`config.mk`:
```
export PLATFORM = sky130hd
export DESIGN_NAME = alarm_set_ctrl
export DESIGN_NICKNAME = d
export VERILOG_FILES = /design/src/rtl/alarm_pkg.sv /design/src/rtl/wrap_field_ctr.sv /design/src/rtl/alarm_set_ctrl.sv
export SDC_FILE = /design/constraint.sdc
export NUM_CORES = 1
export LEC_CHECK = 0
export BUFFER_PORTS_ARGS = -buffer_cell sky130_fd_sc_hd__buf_2
export CAP_MARGIN = 20
export CORE_ASPECT_RATIO = 1.2
export CORE_MARGIN = 4
export CORE_UTILIZATION = 40
export CTS_CLUSTER_SIZE = 40
export DETAILED_ROUTE_END_ITERATION = 7
export GPL_ROUTABILITY_DRIVEN = 0
export PLACE_DENSITY = 0.59
export SYNTH_ARGS = -nofsm -noshare
export SYNTH_HDL_FRONTEND = slang
export SYNTH_SLANG_ARGS = --single-unit
export TNS_END_PERCENT = 20
```
`constraint.sdc`:
```
create_clock -name clk -period 2.2 [get_ports clk]
set_input_delay 0 -clock clk [delete_from_list [all_inputs] [get_ports clk]]
set_output_delay 0 -clock clk [all_outputs]
set_load 0.05 [all_outputs]
```
`src/rtl/alarm_pkg.sv`:
```
// Shared types and constants for the alarm-setting controller: state encoding,
// field limits and widths, and the snooze time-add helper.
package alarm_pkg;

  typedef enum logic [1:0] {
    ST_IDLE    = 2'd0,
    ST_SET_HR  = 2'd1,
    ST_SET_MIN = 2'd2,
    ST_RING    = 2'd3
  } alarm_state_e;

  localparam int unsigned HR_W  = 5;
  localparam int unsigned MIN_W = 6;
  localparam int unsigned CNT_W = 8;

  localparam logic [HR_W-1:0]  HR_MAX  = 5'd23;
  localparam logic [MIN_W-1:0] MIN_MAX = 6'd59;

  // Adds a minute offset (< 60) to hh:mm, carrying into the hour and wrapping past 23:59.
  function automatic logic [HR_W+MIN_W-1:0] add_minutes(
    input logic [HR_W-1:0]  hr,
    input logic [MIN_W-1:0] mn,
    input logic [MIN_W-1:0] add
  );
    logic [MIN_W:0]  sum;
    logic [HR_W-1:0] h;
    sum = {1'b0, mn} + {1'b0, add};
    h   = hr;
    if (sum > {1'b0, MIN_MAX}) begin
      sum = sum - 7'd60;
      h   = (hr == HR_MAX) ? 5'd0 : hr + 5'd1;
    end else begin
      h   = hr;
    end
    return {h, sum[MIN_W-1:0]};
  endfunction

endpackage

```
`src/rtl/wrap_field_ctr.sv`:
```
// Up/down counter for a time field that wraps between 0 and MAX in both
// directions; increment wins when both steps are requested.
module wrap_field_ctr #(
  parameter int unsigned    W   = 5,
  parameter logic [W-1:0]   MAX = '1
) (
  input  logic         clk,
  input  logic         rst_n,
  input  logic         inc,
  input  logic         dec,
  output logic [W-1:0] val
);

  logic [W-1:0] val_q;
  logic [W-1:0] val_d;

  // Next field value with wrap at both ends.
  always_comb begin
    val_d = val_q;
    if (inc) begin
      val_d = (val_q == MAX) ? '0 : val_q + W'(1);
    end else if (dec) begin
      val_d = (val_q == '0) ? MAX : val_q - W'(1);
    end else begin
      val_d = val_q;
    end
  end

  // Field register.
  always_ff @(posedge clk or negedge rst_n) begin
    if (!rst_n) begin
      val_q <= '0;
    end else begin
      val_q <= val_d;
    end
  end

  assign val = val_q;

endmodule

```
`src/rtl/alarm_set_ctrl.sv`:
```
// Alarm set/ring controller: edits alarm hh:mm from debounced presses, arms the
// alarm and rings on a time match. Snooze is built only with ALARM_SNOOZE_EN.
module alarm_set_ctrl
  import alarm_pkg::*;
#(
  parameter int unsigned TIMEOUT_S  = 10,
  parameter int unsigned RING_MAX_S = 60,
  parameter int unsigned SNOOZE_MIN = 5
) (
  input  logic             clk,
  input  logic             rst,
  input  logic             mode_p,
  input  logic             inc_p,
  input  logic             dec_p,
  input  logic             sec_tick,
  input  logic [HR_W-1:0]  cur_hr,
  input  logic [MIN_W-1:0] cur_min,
  output logic [HR_W-1:0]  alarm_hr,
  output logic [MIN_W-1:0] alarm_min,
  output logic             alarm_on,
  output logic             ringing,
  output logic             edit_hr,
  output logic             edit_min
);

  localparam logic [CNT_W-1:0] TO_LIM   = CNT_W'(TIMEOUT_S);
  localparam logic [CNT_W-1:0] RING_LIM = CNT_W'(RING_MAX_S);

  alarm_state_e     state_q, state_d;
  logic [CNT_W-1:0] cnt_q, cnt_d, cnt_inc_s;
  logic             on_q, on_d;
  logic             match_q, match_s;
  logic             ring_trig_s;
  logic             press_s;
  logic             hr_inc_s, hr_dec_s, min_inc_s, min_dec_s;
  logic [HR_W-1:0]  alarm_hr_s;
  logic [MIN_W-1:0] alarm_min_s;

  wrap_field_ctr #(.W(HR_W), .MAX(HR_MAX)) u_hr (
    .clk   (clk),
    .rst_n (rst),
    .inc   (hr_inc_s),
    .dec   (hr_dec_s),
    .val   (alarm_hr_s)
  );

  wrap_field_ctr #(.W(MIN_W), .MAX(MIN_MAX)) u_min (
    .clk   (clk),
    .rst_n (rst),
    .inc   (min_inc_s),
    .dec   (min_dec_s),
    .val   (alarm_min_s)
  );

  assign press_s   = mode_p | inc_p | dec_p;
  assign cnt_inc_s = cnt_q + CNT_W'(1);
  assign match_s   = on_q & (cur_hr == alarm_hr_s) & (cur_min == alarm_min_s);

  // Field steps only in their edit state; mode_p masks inc_p/dec_p, inc_p masks dec_p.
  always_comb begin
    hr_inc_s  = (state_q == ST_SET_HR)  & ~mode_p & inc_p;
    hr_dec_s  = (state_q == ST_SET_HR)  & ~mode_p & ~inc_p & dec_p;
    min_inc_s = (state_q == ST_SET_MIN) & ~mode_p & inc_p;
    min_dec_s = (state_q == ST_SET_MIN) & ~mode_p & ~inc_p & dec_p;
  end

`ifdef ALARM_SNOOZE_EN
  localparam logic [MIN_W-1:0] SNZ_ADD = MIN_W'(SNOOZE_MIN);

  logic [HR_W-1:0]  snz_hr_q, snz_hr_d;
  logic [MIN_W-1:0] snz_min_q, snz_min_d;
  logic             snz_armed_q, snz_armed_d;
  logic             snz_match_q, snz_match_s;

  assign snz_match_s = snz_armed_q & (cur_hr == snz_hr_q) & (cur_min == snz_min_q);
  assign ring_trig_s = (match_s & ~match_q) | (snz_match_s & ~snz_match_q);
`else
  assign ring_trig_s = match_s & ~match_q;
`endif

  // Next-state, counter and arm-flag logic.
  always_comb begin
    state_d = state_q;
    cnt_d   = cnt_q;
    on_d    = on_q;
`ifdef ALARM_SNOOZE_EN
    snz_hr_d    = snz_hr_q;
    snz_min_d   = snz_min_q;
    snz_armed_d = snz_armed_q;
`endif
    case (state_q)
      ST_IDLE: begin
        cnt_d = '0;
        if (mode_p) begin
          state_d = ST_SET_HR;
        end else if (inc_p) begin
          on_d = ~on_q;
`ifdef ALARM_SNOOZE_EN
          if (on_q) begin
            snz_armed_d = 1'b0;
          end else begin
            snz_armed_d = snz_armed_q;
          end
`endif
        end else if (ring_trig_s) begin
          state_d = ST_RING;
`ifdef ALARM_SNOOZE_EN
          snz_armed_d = 1'b0;
`endif
        end else begin
          state_d = ST_IDLE;
        end
      end
      ST_SET_HR, ST_SET_MIN: begin
        if (mode_p) begin
          state_d = (state_q == ST_SET_HR) ? ST_SET_MIN : ST_IDLE;
          cnt_d   = '0;
        end else if (press_s) begin
          cnt_d = '0;
        end else if (sec_tick) begin
          if (cnt_inc_s == TO_LIM) begin
            state_d = ST_IDLE;
            cnt_d   = '0;
          end else begin
            cnt_d = cnt_inc_s;
          end
        end else begin
          cnt_d = cnt_q;
        end
      end
      ST_RING: begin
        if (press_s) begin
          state_d = ST_IDLE;
          cnt_d   = '0;
`ifdef ALARM_SNOOZE_EN
          if (!mode_p && inc_p) begin
            {snz_hr_d, snz_min_d} = add_minutes(cur_hr, cur_min, SNZ_ADD);
            snz_armed_d = 1'b1;
          end else begin
            snz_armed_d = 1'b0;
          end
`endif
        end else if (sec_tick) begin
          if (cnt_inc_s == RING_LIM) begin
            state_d = ST_IDLE;
            cnt_d   = '0;
          end else begin
            cnt_d = cnt_inc_s;
          end
        end else begin
          cnt_d = cnt_q;
        end
      end
      default: begin
        state_d = ST_IDLE;
        cnt_d   = '0;
      end
    endcase
  end

  // Controller state registers.
  always_ff @(posedge clk or negedge rst) begin
    if (!rst) begin
      state_q <= ST_IDLE;
      cnt_q   <= '0;
      on_q    <= 1'b0;
      match_q <= 1'b0;
`ifdef ALARM_SNOOZE_EN
      snz_hr_q    <= '0;
      snz_min_q   <= '0;
      snz_armed_q <= 1'b0;
      snz_match_q <= 1'b0;
`endif
    end else begin
      state_q <= state_d;
      cnt_q   <= cnt_d;
      on_q    <= on_d;
      match_q <= match_s;
`ifdef ALARM_SNOOZE_EN
      snz_hr_q    <= snz_hr_d;
      snz_min_q   <= snz_min_d;
      snz_armed_q <= snz_armed_d;
      snz_match_q <= snz_match_s;
`endif
    end
  end

  assign alarm_hr  = alarm_hr_s;
  assign alarm_min = alarm_min_s;
  assign alarm_on  = on_q;
  assign ringing   = (state_q == ST_RING);
  assign edit_hr   = (state_q == ST_SET_HR);
  assign edit_min  = (state_q == ST_SET_MIN);

endmodule

```
==> impl_metrics.ini, run 1 <==
[setup_path]
crit_fanout = 6
worstSetupEndpointType = flop
critical-path-top-delay-family = compound AO/OA/AOI/OAI gates
crit_slowest_cell = dfrtp_1
cp.buffers_inverters = 0
critical_path_arrival_ns = 2.12
crit_chain = ha_1 > nand2_1 > nor4_1 > o311ai_0 > nand3_1 > o211ai_1
crit_type = reg -> reg
cp_slowest_stage_delay_ns = 0.44
critPathLaunchType = flop
cp.required_ns = 2.39

[logic_synthesis]
syn-instance-count = 216
synth_warnings = 0
synth_flop_cell = dfrtp_1
async_reset_ff_frac = 1.00
yosysTopAreaCell = dfrtp_1
yosysSeqAreaShare = 0.314
synth_area_um2 = 1830
ys_ff_latch = 23
synth_edf_count = 0
synthTopCellsByArea = dfrtp_1 (31%), ha_1 (7.5%), xnor2_1 (6.7%)
synth_nets = 244
syn_area_per_cell_um2 = 8.47
synth_top_area_frac = 0.314
yosys.cell_types.count = 52

[timing]
rsz0062_at_grt = false
setup_violations = 0
post-route-min-period_ns = 1.93
tightest_slew_ns = 0.548
fmax_mhz = 519
layout_setup_ws_ns = 0.274
fin_crit_sh = 0.875
timing_hold_violations_final = 0
tns_ns = 0
slew_headroom = 0.635
fin_skew_ns = 0.000855
drv_slew = 0

[clock_tree]
cts_tree = done
clockBufferDepth = 2
cts_root_buf = clkbuf_8
holdBufCountCts = 1
clock-sinks = 23
worst_skew_pair.late_latency_ns = 0.27
cts_max_level = 1
clk_pin_slew_ns = 0.08
cts_made_buffers = 3
post-cts-setup-buffer-count = 0
ctsResizeCount = 0

[power_and_ir_drop]
finalPower_mw = 2.38
p_leak_nw = 0.913
max-vdd-ir-drop_mv = 0.297
power_density_nw_per_um2 = 1130

[global_route]
grt_pass1_wl_mm = 7.80
grt_usage = 0.167
antenna_found_initial = 0
grt_overflow_total = 0
grt_pass1_vias = 1680
grt_start_max_net_pins = 24

[layout]
final_cell_mix = buf_2 (31), dfrtp_1 (23), nand2_1 (19)
stdcell_count = 303
fill_cells = 422
drive_above_1_share = 0.182
mostFrequentLayoutCell = buf_2
insertedDiodeCount = 0
area_growth_pct = 14.8
layout.nets = 276

[floorplan]
dieArea_um2 = 5730
dieWidth_um = 69.8
die-height_um = 82.1
ios = 32
core_area_um2 = 4330
row_count = 26
start_util = 0.423

[flow_run]
drv_cap = 0

[route]
ant_nets = 0
wl_per_cell_um = 14.4
vias = 1685
dr.pass1.iters = 4
drc = 0
vias_per_cell = 5.56
wl_mm = 4.36
drtIter0Drc = 89

[place]
placed_cells_incl_taps = 298
place_ws_ns = 0.303
dp_hpwl_mm = 3.36
port_buffers = 31

[min_path]
hold_path.class = in -> reg

[run_status]
status = completed
path summary, 6_finish.rpt:
path                             from      endpoint  slack, ns  depth (start not counted)
min in group asynchronous         rst      cnt_q[0]       0.24                          2
setup reg to reg             cnt_q[0]      cnt_q[3]       0.27                          6
hold / removal             cur_min[4]       match_q       0.04                          4
hold reg to reg              alarm_on      alarm_on       0.50                          1
max in group asynchronous         rst  u_min.val[2]       1.60                          2
setup / recovery             cnt_q[0]      cnt_q[3]       0.27                          6
layer usage:
metal	vias up	track usage	routed length [µm]
met2	46	0.302	2140
met3	5	0.0291	229
met5	-	0	0
met1	785	0.202	1930
li1	849	-	-
met4	0	0.0575	61
kinds of logic (layout without fill, tap and decap cells):
| family | count (synthesis) | after routing | synth area share |
|---|---|---|---|
| simple gates | 85 | 85 | 0.248 |
| xor+xnor | 17 | 17 | 0.0813 |
| compound gates | 54 | 54 | 0.206 |
| mux | 5 | 5 | 0.0273 |
| flops | 23 | 23 | 0.314 |
| buf+inv | 21 | 52 | 0.0478 |
| fa+ha+maj | 11 | 11 | 0.0752 |
where the power goes:
part / leakage (nW) / internal, mW / switching, mW
Clock: 0.0228 / 0.130 / 0.145
Combinational: 0.592 / 0.460 / 0.895
Sequential: 0.298 / 0.535 / 0.220
cell type report:
type | count | area (µm²) | share of cell area
flip-flops and latches | 23 | 576 | 0.274
repair buffers | 37 | 203 | 0.0964
inverters | 11 | 41.3 | 0.0196
multi-input cells | 172 | 1170 | 0.555
well taps | 56 | 70.1 | 0.0333
clock buffers | 4 | 45.0 | 0.0214
state kept, by name, indices dropped and copies added, names as in the netlist:
register / cells
u_hr.val: 5
alarm_on: 1
state_q: 2
u_min.val: 6
match_q: 1
cnt_q: 8
stage by stage:
step                utilization  instance area (µm²)  hold WS [ns]
finish                    0.486                 2100        0.0374
global route              0.486                 2100        0.0527
CTS                       0.486                 2100        0.0387
detailed placement        0.473                 2050        0.0272
global placement          0.473                 2050        0.0269
floorplan                     -                 1830        -0.296
synth_stat cells, types with 2 or more instances:
cell type  number
a211o_1         2
a21o_1          4
a21oi_1         7
a31oi_1         4
and3_1          4
clkbuf_1        8
dfrtp_1        23
ha_1           11
inv_1          10
mux2i_1         5
nand2_1        19
nand2b_1        2
nand3_1        14
nand3b_1        2
nand4_1         4
nor2_1         16
nor3_1          8
nor3b_1         2
nor4_1          2
o211ai_1        2
o21a_1          2
o21ai_0        12
o21bai_1        2
o221ai_1        4
o311ai_0        2
o31ai_1         2
or2_1           2
or3_1           2
xnor2_1        14
xor2_1          3
worst register-to-register path, cell delays in order (launching register included):
cell	delay, ns
dfrtp_1	0.44
ha_1	0.29
nand2_1	0.12
nor4_1	0.07
o311ai_0	0.44
nand3_1	0.26
o211ai_1	0.23
(Power assumes the default switching activity.)
==> inputs of run 2 (changes only) <==
Settings changed: CORE_ASPECT_RATIO 1.2 to unset, PLACE_DENSITY 0.59 to unset.
==> impl_metrics.ini, run 2 (synthesis results as in run 1) <==
[run_status]
status = completed

[clock_tree]
worst_skew_pair.late_latency_ns = 0.26
ctsResizeCount = 0
cts_made_buffers = 3
cts_root_buf = clkbuf_8
cts_tree = done
clock-sinks = 23
clockBufferDepth = 2
clk_pin_slew_ns = 0.09
cts_max_level = 1

[route]
vias_per_cell = 5.69
wl_mm = 4.38
drc = 0
ant_nets = 0
drtIter0Drc = 161
wl_per_cell_um = 14.7
dr.pass1.iters = 4
vias = 1696

[layout]
area_growth_pct = 14.1
final_cell_mix = buf_2 (31), dfrtp_1 (23), nand2_1 (19)
layout.nets = 275
largest_reg_flops = 8
mostFrequentLayoutCell = buf_2
drive_above_1_share = 0.179
top_register = cnt_q
insertedDiodeCount = 0

[power_and_ir_drop]
max-vdd-ir-drop_mv = 0.717
p_leak_nw = 0.909
power_density_nw_per_um2 = 1140

[timing]
post-route-min-period_ns = 1.90
slew_headroom = 0.622
setup_violations = 0
timing_hold_violations_final = 0
drv_slew = 0
rsz0062_at_grt = false
fmax_mhz = 526
tns_ns = 0
fin_skew_ns = 0.00375
layout_setup_ws_ns = 0.299
fin_crit_sh = 0.864
tightest_slew_ns = 0.561

[setup_path]
rr_startpoint = cnt_q[0]
critical-path-top-delay-family = compound AO/OA/AOI/OAI gates
critPathLaunch = cnt_q[0]
critical_path_arrival_ns = 2.09
cp_slowest_stage_delay_ns = 0.44
critPathLaunchType = flop
crit_chain = ha_1 > nand3b_1 > o31ai_2 > o221ai_1 > a22oi_1 > mux2i_1
crit_slowest_cell = dfrtp_1
crit_fanout = 6
cp.buffers_inverters = 0
crit_type = reg -> reg
worstSetupEndpointType = flop
cp.required_ns = 2.39

[global_route]
antenna_found_initial = 0
grt_pass1_vias = 1530
grt_pass1_wl_mm = 7.36
grt_start_max_net_pins = 24
grt_usage = 0.164
grt_overflow_total = 0

[floorplan]
dieWidth_um = 75.7
dieArea_um2 = 5720
core_area_um2 = 4380
ios = 32
row_count = 24
die-height_um = 75.7
start_util = 0.418

[place]
port_buffers = 31
dp_hpwl_mm = 3.31
place_ws_ns = 0.323

[min_path]
worstHoldStart = cur_min[3]
hold_path.class = in -> reg

[flow_run]
drv_cap = 0
-- run 2: area by class of cell --
type / count / area [µm²]
fillers: 450 / 2290
clock buffers: 4 / 45.0
inverters: 11 / 41.3
well taps: 52 / 65.1
multi-input cells: 172 / 1170
repair buffers: 36 / 195
flip-flops and latches: 23 / 576
-- run 2: power breakdown --
group / internal (mW) / switching (mW)
sequential: 0.535 / 0.239
clock: 0.129 / 0.139
combinational: 0.449 / 0.881
-- run 2: worst paths after layout --
path	end	slack (ns)	cells past startpoint
worst max-delay path	state_q[0]	0.30	6
worst min-delay path	match_q	0.06	4
worst max register to register	state_q[0]	0.30	6
worst min register to register	cnt_q[7]	0.54	2
max in group asynchronous	u_min.val[1]	1.58	2
min in group asynchronous	u_min.val[3]	0.25	2
-- run 2: tightest hold or removal path: stages --
cell,delay (ns)
buf_2,0.08
xnor2_1,0.06
nand4_1,0.08
nor3_1,0.06
-- run 2: repair_timing --
item | in CTS | in global routing
hold buffers | 1 | 0
buffers inserted | 0 | 0
endpoints found under the hold margin | 23 | 0
-- run 2: metrics by stage --
stage               power (mW)  utilization  instances  instance area, µm²  hold WS (ns)
floorplan                 1.81            -        216                1830        -0.296
global route              2.56        0.477        298                2090        0.0861
CTS                       2.39        0.477        298                2090        0.0577
detailed placement        2.11        0.464        293                2030        0.0231
global placement          2.10        0.464        293                2030        0.0196
finish                    2.37        0.477        298                2090        0.0609
-- run 2: per-layer routing --
| metal | global-route usage | wire length [µm] | up-vias |
|---|---|---|---|
| met2 | 0.247 | 1900 | 47 |
| met5 | 0 | 0 | - |
| met1 | 0.246 | 2200 | 799 |
| li1 | - | - | 848 |
| met3 | 0.0224 | 254 | 2 |
| met4 | 0.0466 | 27 | 0 |
==> inputs of run 3 (changes only) <==
Clock period 2.2 ns to 2.4 ns, I/O delays scaled along.
==> impl_metrics.ini, run 3 (synthesis results as in run 1) <==
[route]
drtIter0Drc = 165
vias = 1676
ant_nets = 0
vias_per_cell = 5.66
dr.pass1.iters = 4
wl_mm = 4.37
wl_per_cell_um = 14.8
drc = 0

[global_route]
grt_usage = 0.157
grt_pass1_wl_mm = 6.91
grt_overflow_total = 0
antenna_found_initial = 0
grt_pass1_vias = 1472
grt_start_max_net_pins = 24

[timing]
timing_hold_violations_final = 0
fin_crit_sh = 0.798
tightest_slew_ns = 0.566
rsz0062_at_grt = false
whs_ns = 0.0480
tns_ns = 0
fmax_mhz = 522
fin_skew_ns = 0.00119
drv_slew = 0
slew_headroom = 0.619
setup_violations = 0
post-route-min-period_ns = 1.91

[clock_tree]
clk_pin_slew_ns = 0.08
post-cts-setup-buffer-count = 0
worst_skew_pair.late_latency_ns = 0.27
clockBufferDepth = 2
cts_max_level = 1
ctsResizeCount = 0
cts_made_buffers = 3
cts_root_buf = clkbuf_8
cts_tree = done
clock-sinks = 23

[floorplan]
dieWidth_um = 75.7
start_util = 0.418
dieArea_um2 = 5720
die-height_um = 75.7
ios = 32
core_area_um2 = 4380
row_count = 24

[setup_path]
cp_slowest_stage_delay_ns = 0.49
critical-path-top-delay-family = compound AO/OA/AOI/OAI gates
crit_fanout = 6
crit_type = reg -> reg
critPathLaunchType = flop
cp.required_ns = 2.59
reg2regPathDepth = 6
regToRegEndpoint = cnt_q[3]
rrSetupSlack_ns = 0.49
cp.buffers_inverters = 0
worstSetupEndpointType = flop
rr_startpoint = cnt_q[0]
critical_path_arrival_ns = 2.10
crit_chain = ha_1 > nand2_1 > nor4_1 > o311ai_0 > nand3_1 > o211ai_1
crit_slowest_cell = o311ai_0

[layout]
stdcell_count = 296
final_cell_mix = buf_2 (31), dfrtp_1 (23), nand2_1 (19)
largest_reg_flops = 8
insertedDiodeCount = 0
drive_above_1_share = 0.176
top_register = cnt_q
area_growth_pct = 13.4
layout.nets = 273
mostFrequentLayoutCell = buf_2

[place]
placed_cells_incl_taps = 291
port_buffers = 31
dp_hpwl_mm = 3.29

[power_and_ir_drop]
finalPower_mw = 2.17
max-vdd-ir-drop_mv = 0.454
power_density_nw_per_um2 = 1040
p_leak_nw = 0.902

[run_status]
status = completed

[flow_run]
drv_cap = 0

[min_path]
hold_end = match_q
worstHoldStart = cur_min[3]
min_path_cells = 4
hold_path.class = in -> reg
[run 3: cell count changes in the layout (fill, tap and decap cells not counted)]
cell	delta
clkbuf_1	-1
buf_4	-2
clkinv_2	+1
[run 3: how the worst max path moves through the flow]
stage,startpoint,end,slack (ns),cells after the start
floorplan,state_q[0],u_min.val[5],0.35,6
global route,cnt_q[0],cnt_q[0],0.19,6
finish,cnt_q[0],cnt_q[3],0.49,6
CTS,cnt_q[0],cnt_q[3],0.45,6
detailed placement,cnt_q[0],state_q[0],0.53,6
global placement,state_q[0],u_min.val[5],0.55,6
[run 3: layout make-up]
| type | count | area (µm²) |
|---|---|---|
| fill | 438 | 2310 |
| multi-input combinational | 172 | 1170 |
| sequential | 23 | 576 |
| timing repair buffer | 34 | 180 |
| tap | 52 | 65.1 |
| clock buffer | 3 | 41.3 |
| inverter | 11 | 41.3 |
| clock inverter | 1 | 5.00 |
[run 3: through the flow]
step                 util  setup slack [ns]  instance area [µm²]
floorplan               -             0.354                 1830
global placement    0.461             0.555                 2020
detailed placement  0.461             0.529                 2020
CTS                 0.473             0.448                 2080
global route        0.473             0.189                 2080
finish              0.473             0.486                 2080
[run 3: where the power goes]
| part | switching (mW) | internal, mW | leakage [nW] | total [mW] |
|---|---|---|---|---|
| registers | 0.219 | 0.490 | 0.298 | 0.709 |
| clock network | 0.128 | 0.116 | 0.0255 | 0.244 |
| logic | 0.805 | 0.410 | 0.579 | 1.21 |
| total | 1.15 | 1.02 | 0.902 | 2.17 |
[run 3: routing by layer]
metal | vias up | GRT usage | wire, µm
met1 | 765 | 0.224 | 2090
met3 | 5 | 0.0198 | 294
met2 | 58 | 0.247 | 1920
li1 | 848 | - | -
met4 | 0 | 0.0524 | 58
met5 | - | 0 | 0
[run 3: worst register-to-register path, delay by kind of cell, from the launching register on]
kind	cells	cell delay, ns
AO/OA/AOI/OAI	2	0.71
adder cells (fa/ha/maj)	1	0.28
flip-flops	1	0.43
AND/OR/NAND/NOR	3	0.42
[run 3: repair_timing]
item	in CTS	in global routing
hold buffers	1	0
setup endpoints to repair	0	0
endpoints found under the hold margin	23	0
